$ cat src/rtl/timer_pkg.sv
// Shared state encodings and defaults for the keypad cooking timer controller.
package timer_pkg;

   typedef enum logic [2:0] {
      IDLE    = 3'd0,
      SETUP   = 3'd1,
      COOKING = 3'd2,
      PAUSED  = 3'd3,
      DONE    = 3'd4
   } state_t;

   localparam int unsigned BEEP_TICKS_DEFAULT = 3;
   localparam int unsigned DIGIT_MAX          = 9;

endpackage

$ cat src/rtl/timer_control_if.sv
// Keypad/door/tick inputs and counter-chain/status outputs of timer_control.
interface timer_control_if;
   import timer_pkg::*;

   logic        key_valid;
   logic [3:0]  key_digit;
   logic        start;
   logic        stop_clear;
   logic        door_open;
   logic        sec_tick;
   logic        timer_zero;
   logic [15:0] entry;
   logic        load;
   logic        enablen;
   logic        cook_on;
   logic        alarm;
   logic [2:0]  state_out;

   modport master (
      output key_valid, key_digit, start, stop_clear, door_open, sec_tick, timer_zero,
      input  entry, load, enablen, cook_on, alarm, state_out
   );

   modport slave (
      input  key_valid, key_digit, start, stop_clear, door_open, sec_tick, timer_zero,
      output entry, load, enablen, cook_on, alarm, state_out
   );

endinterface

$ cat src/rtl/bcd_entry_reg.sv
// Four-digit BCD entry shift register; new digits enter at the seconds-units end.
module bcd_entry_reg
   import timer_pkg::*;
(
   input  logic        clk,
   input  logic        rst,
   input  logic        shift,
   input  logic        clear,
   input  logic [3:0]  digit,
   output logic        digit_ok,
   output logic [15:0] entry
);

   assign digit_ok = (digit <= 4'(DIGIT_MAX));

   always_ff @(posedge clk or negedge rst) begin
      if (!rst) begin
         entry <= '0;
      end else if (clear) begin
         entry <= '0;
      end else if (shift && digit_ok) begin
         entry <= {entry[11:0], digit};
      end
   end

endmodule

$ cat src/rtl/timer_control.sv
// Cooking timer controller: keypad entry, start/pause/clear sequencing, alarm beeps.
module timer_control
   import timer_pkg::*;
#(
   parameter int unsigned BEEP_TICKS = BEEP_TICKS_DEFAULT
) (
   input logic            clk,
   input logic            rst,
   timer_control_if.slave tif
);

   localparam int unsigned BW = (BEEP_TICKS < 1) ? 1 : $clog2(BEEP_TICKS + 1);

   state_t        state, state_n;
   logic          load_q, enablen_q;
   logic          load_req, en_req, shift_req, clear_req;
   logic [BW-1:0] beep_cnt;
   logic          beep_last;
   logic [15:0]   entry;
   logic          digit_ok;
   logic          entry_zero;
   logic          key_ok;

   bcd_entry_reg u_entry (
      .clk      (clk),
      .rst      (rst),
      .shift    (shift_req),
      .clear    (clear_req),
      .digit    (tif.key_digit),
      .digit_ok (digit_ok),
      .entry    (entry)
   );

   assign entry_zero = (entry == '0);
   assign key_ok     = tif.key_valid && digit_ok;
   assign beep_last  = (beep_cnt == BW'(BEEP_TICKS - 1));

   // Beep counter idles at zero outside DONE, so it is always clear on entry.
   always_ff @(posedge clk or negedge rst) begin
      if (!rst) begin
         state     <= IDLE;
         load_q    <= 1'b0;
         enablen_q <= 1'b1;
         beep_cnt  <= '0;
      end else begin
         state     <= state_n;
         load_q    <= load_req;
         enablen_q <= ~en_req;
         if (state != DONE) begin
            beep_cnt <= '0;
         end else if (tif.sec_tick) begin
            beep_cnt <= beep_cnt + BW'(1);
         end
      end
   end

   always_comb begin
      state_n = state;
      case (state)
         IDLE:    if (!tif.stop_clear && !tif.start && key_ok) state_n = SETUP;
         SETUP:   if (tif.stop_clear) state_n = IDLE;
                  else if (tif.start && !tif.door_open && !entry_zero) state_n = COOKING;
         COOKING: if (tif.stop_clear || tif.door_open) state_n = PAUSED;
                  else if (tif.sec_tick && tif.timer_zero) state_n = DONE;
         PAUSED:  if (tif.stop_clear) state_n = IDLE;
                  else if (tif.start && !tif.door_open) state_n = COOKING;
         DONE:    if (tif.stop_clear || (tif.sec_tick && beep_last)) state_n = IDLE;
         default: state_n = IDLE;
      endcase
   end

   always_comb begin
      load_req  = 1'b0;
      en_req    = 1'b0;
      shift_req = 1'b0;
      clear_req = 1'b0;
      case (state)
         IDLE: begin
            shift_req = !tif.stop_clear && !tif.start && tif.key_valid;
            clear_req = tif.stop_clear;
         end
         SETUP: begin
            shift_req = !tif.stop_clear && !tif.start && tif.key_valid;
            clear_req = tif.stop_clear;
            load_req  = !tif.stop_clear && tif.start && !tif.door_open && !entry_zero;
         end
         COOKING: en_req = !tif.stop_clear && !tif.door_open && tif.sec_tick && !tif.timer_zero;
         PAUSED: begin
            clear_req = tif.stop_clear;
            load_req  = tif.stop_clear;
         end
         DONE:    clear_req = tif.stop_clear || (tif.sec_tick && beep_last);
         default: ;
      endcase
   end

   assign tif.entry     = entry;
   assign tif.load      = load_q;
   assign tif.enablen   = enablen_q;
   assign tif.cook_on   = (state == COOKING);
   assign tif.alarm     = (state == DONE);
   assign tif.state_out = state;

endmodule

$ cat src/flat_wrapper.sv
// flat-port wrapper written by rule: the top's interface ports become plain ports
module timer_control_flat import timer_pkg::*;
#(
   parameter int unsigned BEEP_TICKS = BEEP_TICKS_DEFAULT
)
  (clk, rst, tif_key_valid, tif_key_digit, tif_start, tif_stop_clear, tif_door_open, tif_sec_tick, tif_timer_zero, tif_entry, tif_load, tif_enablen, tif_cook_on, tif_alarm, tif_state_out);
  timer_control_if tif_i ();
  input logic clk;
  input logic rst;
  input wire logic [$bits(tif_i.key_valid)-1:0] tif_key_valid;
  input wire logic [$bits(tif_i.key_digit)-1:0] tif_key_digit;
  input wire logic [$bits(tif_i.start)-1:0] tif_start;
  input wire logic [$bits(tif_i.stop_clear)-1:0] tif_stop_clear;
  input wire logic [$bits(tif_i.door_open)-1:0] tif_door_open;
  input wire logic [$bits(tif_i.sec_tick)-1:0] tif_sec_tick;
  input wire logic [$bits(tif_i.timer_zero)-1:0] tif_timer_zero;
  output wire logic [$bits(tif_i.entry)-1:0] tif_entry;
  output wire logic [$bits(tif_i.load)-1:0] tif_load;
  output wire logic [$bits(tif_i.enablen)-1:0] tif_enablen;
  output wire logic [$bits(tif_i.cook_on)-1:0] tif_cook_on;
  output wire logic [$bits(tif_i.alarm)-1:0] tif_alarm;
  output wire logic [$bits(tif_i.state_out)-1:0] tif_state_out;
  assign tif_i.key_valid = tif_key_valid;
  assign tif_i.key_digit = tif_key_digit;
  assign tif_i.start = tif_start;
  assign tif_i.stop_clear = tif_stop_clear;
  assign tif_i.door_open = tif_door_open;
  assign tif_i.sec_tick = tif_sec_tick;
  assign tif_i.timer_zero = tif_timer_zero;
  assign tif_entry = tif_i.entry;
  assign tif_load = tif_i.load;
  assign tif_enablen = tif_i.enablen;
  assign tif_cook_on = tif_i.cook_on;
  assign tif_alarm = tif_i.alarm;
  assign tif_state_out = tif_i.state_out;
  timer_control #(.BEEP_TICKS(BEEP_TICKS)) u_core (.clk(clk), .rst(rst), .tif(tif_i));
endmodule
$ cat config.mk
export PLATFORM = sky130hd
export DESIGN_NAME = timer_control_flat
export DESIGN_NICKNAME = d
export VERILOG_FILES = /design/src/rtl/timer_pkg.sv /design/src/rtl/timer_control_if.sv /design/src/rtl/bcd_entry_reg.sv /design/src/rtl/timer_control.sv /design/src/flat_wrapper.sv
export SDC_FILE = /design/constraint.sdc
export NUM_CORES = 1
export LEC_CHECK = 0
export BUFFER_PORTS_ARGS = -buffer_cell sky130_fd_sc_hd__buf_2
export CAP_MARGIN = 10
export CORE_MARGIN = 3
export CORE_UTILIZATION = 55
export CTS_BUF_LIST = sky130_fd_sc_hd__clkbuf_4 sky130_fd_sc_hd__clkbuf_8
export DETAILED_ROUTE_END_ITERATION = 8
export GPL_ROUTABILITY_DRIVEN = 0
export MAX_ROUTING_LAYER = met4
export PLACE_DENSITY = 0.85
export SYNTH_ARGS = -nofsm -noshare
export SYNTH_HDL_FRONTEND = slang
export SYNTH_SLANG_ARGS = --single-unit
$ cat constraint.sdc
create_clock -name clk -period 2.7 [get_ports clk]
set_input_delay 0.27 -clock clk [delete_from_list [all_inputs] [get_ports clk]]
set_output_delay 0.27 -clock clk [all_outputs]
set_load 0.01 [all_outputs]
# Word-level counts from Yosys, hierarchy flattened
# Cells that the tools add are included.
# totals
regBits	23
latchBits	0
ram_bits	0
romBits	0
input_bits	12
wordCells	65
memories	0
# classes
addsub	1
multipliers	0
div	0
order_cmp	1
eq_ne	11
shifts	0
mux	17
bitwise_logic	1
n_reduce_logical	29
# op_table
op	count
$mux W16	2
$mux W3	8
$logic_not A16 Y1	1
$logic_and A1 B1 Y1	15
$pmux W3 S5	1
$eq A3 B2 Y1 const B	2
$ne A3 B2 Y1 const B	2
$logic_not A1 Y1	5
$reduce_and A5 Y1	1
$le A4 B4 Y1 const B	1
$mux W2	2
$ne A2 B1 Y1 const B	2
$pmux W1 S2	2
$reduce_bool A2 Y1	2
$eq A3 B1 Y1 const B	1
$eq A3 B3 Y1 const B	1
$logic_not A3 Y1	1
$ne A3 B1 Y1 const B	1
$ne A3 B3 Y1 const B	1
$reduce_or A3 Y1	1
$add A2 B1 Y2 const B	1
$eq A2 B2 Y1 const B	1
$logic_or A1 B1 Y1	2
$mux W1	2
2 further kinds	2

# Depth between registers and ports, before layout
# depth
ltp_word	7
depth_mapped	7
depth_no_buf	6

# Modules after synthesis
# Synthesis repeated with hierarchy kept, for this count alone.
# hier_totals
cells_unflattened	120
area_unflattened_um2	1307.5
# modules_own_cells
module	n_inst	cells_each	area_each_um2
bcd_entry_reg	1	60	738.2
timer_control	1	60	569.3

# Least setup slack after synthesis
# No wires, ideal clock.
# synth_timing
path_type	register -> register
from	reg u_core.state[1], in the netlist u_core.tif.state_out[1]
to	reg u_core.u_entry.entry[10]
t_arrival_ns	1.535
t_required_ns	2.579
slack_ns	1.044
stages_incl_launch_ff	7
n_path_buf	2
cell_sequence	dfrtp_1 -> buf_6 -> or3b_4 -> nor2_1 -> a211oi_4 -> buf_6 -> a22o_1
# synth_between
elab_chain_cells	5
word_cells_on_any_way	11
# synth_lines
item	line	source
start: declaration	timer_control.sv:14	state_t state, state_n;
start signal: assignment	timer_control.sv:46	state <= state_n;
parallel branches: the longest is 5 deep, another holds $mux W16	n/a	
end signal: assignment	bcd_entry_reg.sv:22	entry <= {entry[11:0], digit};
end: declaration	bcd_entry_reg.sv:11	output logic [15:0] entry
# Parallel ways; which one is timed is not known.
# A chain may end at the register's enable or synchronous reset.

# Worst setup path after layout
# layout_timing
from	reg u_core.state[1], in the netlist u_core.tif.state_out[1]
to	reg u_core.u_entry.entry[2]
# Same word-level chain as after synthesis.

==> results_dict.tcl <==
set metrics [dict create \
    run_status "complete, no violations" \
    min_to "u_core.u_entry.entry[0]$_DFFE_PN0P_" \
    grt_max_degree 24 \
    startpoint "u_core.tif.state_out[1]$_DFFE_PN0P_" \
    cts_resized 0 \
    power-per-cell-area_mw_per_mm2 667 \
    cp-end-kind "flip-flop" \
    rsz0062_at_grt "false" \
    postPlaceCellArea_sq_mm 0.00124 \
    synthCells 95 \
    cts_setup_buffers 0 \
    synth-seq-cells 23 \
    viasPerCell 5.83 \
    hold_slack_ns 0.181 \
    antenna_cells 0 \
    drive_above_1_share 0.354 \
    finClkSkew_ns 0.00897 \
    htree_levels 1 \
    p_seq_frac 0.509 \
    max_stage_delay_ns 0.61 \
    slowest_stage "a211oi_4" \
    synthesis.nets 108 \
    cts_buffer_depth 2 \
    numClockSinks 23 \
    syn_area_sq_mm 0.00109 \
    dp_slack_ns 0.866 \
    routedWlPerCell_um 14.8 \
    hp-start "tif_key_digit[0]" \
    period_minus_slack_ns 1.86 \
    drt_iter0_markers 29 \
    postLayoutCellArea_sq_mm 0.00128 \
    peakVddDrop_mv 0.387 \
    grt_pass1_wl_mm 3.60 \
    finalHoldViolations 0 \
    rrSetupSlack_ns 0.84 \
    start_util 0.608 \
    multi_input_area_sq_um 453 \
    reg2reg_to "u_core.u_entry.entry[2]$_DFFE_PN0P_" \
    setup_viol 0 \
    ant_nets 0 \
    fillers 144 \
    antenna_found_initial 0 \
    dp_hpwl_mm 1.65 \
    worstMarginPinSlew_ns 0.645 \
    final-seq-area_sq_um 577 \
    routed-via-count 886 \
    cp_top_family "compound AO/OA/AOI/OAI gates" \
    die-area_sq_mm 0.00256 \
    p_total_mw 0.856 \
    die_w_um 50.6 \
    path_max_fanout 17 \
    p_int_mw 0.553 \
    worst_slack_ns 0.835 \
    synth-seq-area-share 0.527 \
    synth_area_per_cell_sq_um 11.5 \
    startpoint_type "flip-flop" \
    path_class "reg -> reg" \
    numPortBuffers 34 \
    layout.cells.most_common "buf_2" \
    worstReg2RegStart "u_core.tif.state_out[1]$_DFFE_PN0P_" \
    die_h_um 50.6 \
    yosys_warnings 0 \
    comb_power_share 0.305 \
    numCtsBuffers 3 \
    p_leak_nw 0.665 \
    gr-total-overflow 0 \
    timing.final.crit_share 0.691 \
    clockRootBuffer "clkbuf_4" \
    fp-row-count 15 \
    max-slew-margin-rel 0.569 \
    crit_chain "and4bb_2 > a211oi_4 > a22o_1" \
    most-common-layout-cells "buf_2, dfrtp_1, a22o_1" \
    post-route-drc-count 0 \
    cts.reportedPaths.clkPinSlew_ns 0.13 \
    drv_cap 0 \
    crit_arrival_ns 2.12 \
    syn_to_final_growth_pct 17.1 \
    pin_count 35 \
    cts_tree "yes" \
    r2r_cells 3 \
    swShare 0.354 \
    p_switching_mw 0.303 \
    synth_cell_types 33 \
    holdCritPathClass "in -> reg" \
    layout.nets 141 \
    dr.pass1.iters 4 \
    fmax_mhz 536 \
    wirelength_mm 2.24 \
    grt_pass1_vias 804 \
    pwr-share-clk 0.185 \
    core_sq_mm 0.00180 \
    drv_slew 0 \
    tns_ns 0 \
    path_buf_inv 0 \
    worstHoldPathCells 2 \
    grt.total_usage 0.189 \
    crit_required_ns 2.96 \
    clock_latency_ns 0.31 \
]
-- cells by family after synthesis --
kind of cell,after synthesis,share of synthesized area
DFF,23,0.527
muxes,1,0.00914
and+or+nand+nor,32,0.182
adders and majority gates,1,0.0114
buffers and inverters,10,0.0594
xor gates and xnor gates,1,0.00800
AOI/OAI and AO/OA,27,0.203
-- state kept, by name, indices dropped and copies added, names as in the netlist --
signal / count
u_core.tif.load: 1
u_core.tif.state_out: 3
u_core.beep_cnt: 2
u_core.u_entry.entry: 16
u_core.tif.enablen: 1
-- worst max-delay path by stage --
stage,depth (start not counted),endpoint
final,3,u_core.u_entry.entry[2]$_DFFE_PN0P_
after global routing,3,u_core.u_entry.entry[12]$_DFFE_PN0P_
after CTS,3,u_core.u_entry.entry[12]$_DFFE_PN0P_
after detailed placement,5,u_core.u_entry.entry[5]$_DFFE_PN0P_
after global placement,5,u_core.u_entry.entry[4]$_DFFE_PN0P_
after floorplan,6,u_core.u_entry.entry[10]$_DFFE_PN0P_
-- cell usage after synthesis --
cell      number  area (sq um)
dfrtp_1       22           551
a22o_1        16           140
nand2_1        6          22.5
nor2_1         6          22.5
nor4_1         4          25.0
o21ai_0        4          20.0
buf_4          3          22.5
inv_1          3          11.3
a21oi_1        2          10.0
buf_6          2          22.5
nand4_1        2          12.5
nor3b_1        2          15.0
or2b_2         2          17.5
or3b_4         2          22.5
a211oi_4       1          20.0
a22oi_1        1          7.51
a32oi_1        1          8.76
a41oi_1        1          8.76
and2_1         1          6.26
and3_1         1          6.26
and4bb_2       1          12.5
buf_1          1          3.75
buf_2          1          5.00
dfstp_2        1          26.3
ha_1           1          12.5
mux2i_1        1          10.0
nand2b_1       1          6.26
nand3_1        1          5.00
nand3b_1       1          7.51
nor4bb_1       1          10.0
o21a_1         1          7.51
or4_1          1          7.51
xnor2_1        1          8.76
-- power groups by stage --
stage	sequential, mW	combinational [mW]	clock [mW]
final	0.436	0.261	0.159
after global routing	0.444	0.286	0.179
after CTS	0.434	0.260	0.161
after detailed placement	0.441	0.257	0
after global placement	0.437	0.249	0
after floorplan	0.423	0.222	0
-- per-layer routing --
| layer | vias to the layer above | part of all wire | track usage | routed length, um |
|---|---|---|---|---|
| met4 | 0 | 0.0058 | 0.0538 | 13 |
| met3 | 2 | 0.054 | 0.0326 | 122 |
| met5 | - | 0 | - | 0 |
| li1 | 424 | - | - | - |
| met2 | 33 | 0.48 | 0.293 | 1080 |
| met1 | 427 | 0.46 | 0.258 | 1030 |
-- worst register-to-register path, delay by kind of cell, from the launching register on --
| kind | cells | cell delay [ns] |
|---|---|---|
| flops | 1 | 0.55 |
| compound gates | 2 | 0.85 |
| simple gates | 1 | 0.42 |
-- final cells by class --
| cell class | count | share of cell area |
|---|---|---|
| Clock inverter | 1 | 0.00585 |
| Tap cell | 25 | 0.0244 |
| Inverter | 3 | 0.00878 |
| Multi-Input combinational cell | 62 | 0.353 |
| Timing Repair Buffer | 35 | 0.140 |
| Clock buffer | 3 | 0.0176 |
| Sequential cell | 23 | 0.450 |
-- repair_timing --
| item | 4_1_cts | 5_1_grt |
|---|---|---|
| setup endpoints to repair | 0 | 0 |
| endpoints found under the hold margin | 22 | 0 |
| hold buffers | 1 | 0 |
-- through the flow --
| stage | utilization | instances |
|---|---|---|
| after floorplan | - | 95 |
| after global placement | 0.690 | 147 |
| after detailed placement | 0.690 | 147 |
| after CTS | 0.712 | 152 |
| after global routing | 0.712 | 152 |
| final | 0.712 | 152 |
Note: power is estimated with default switching activity, not from simulation.
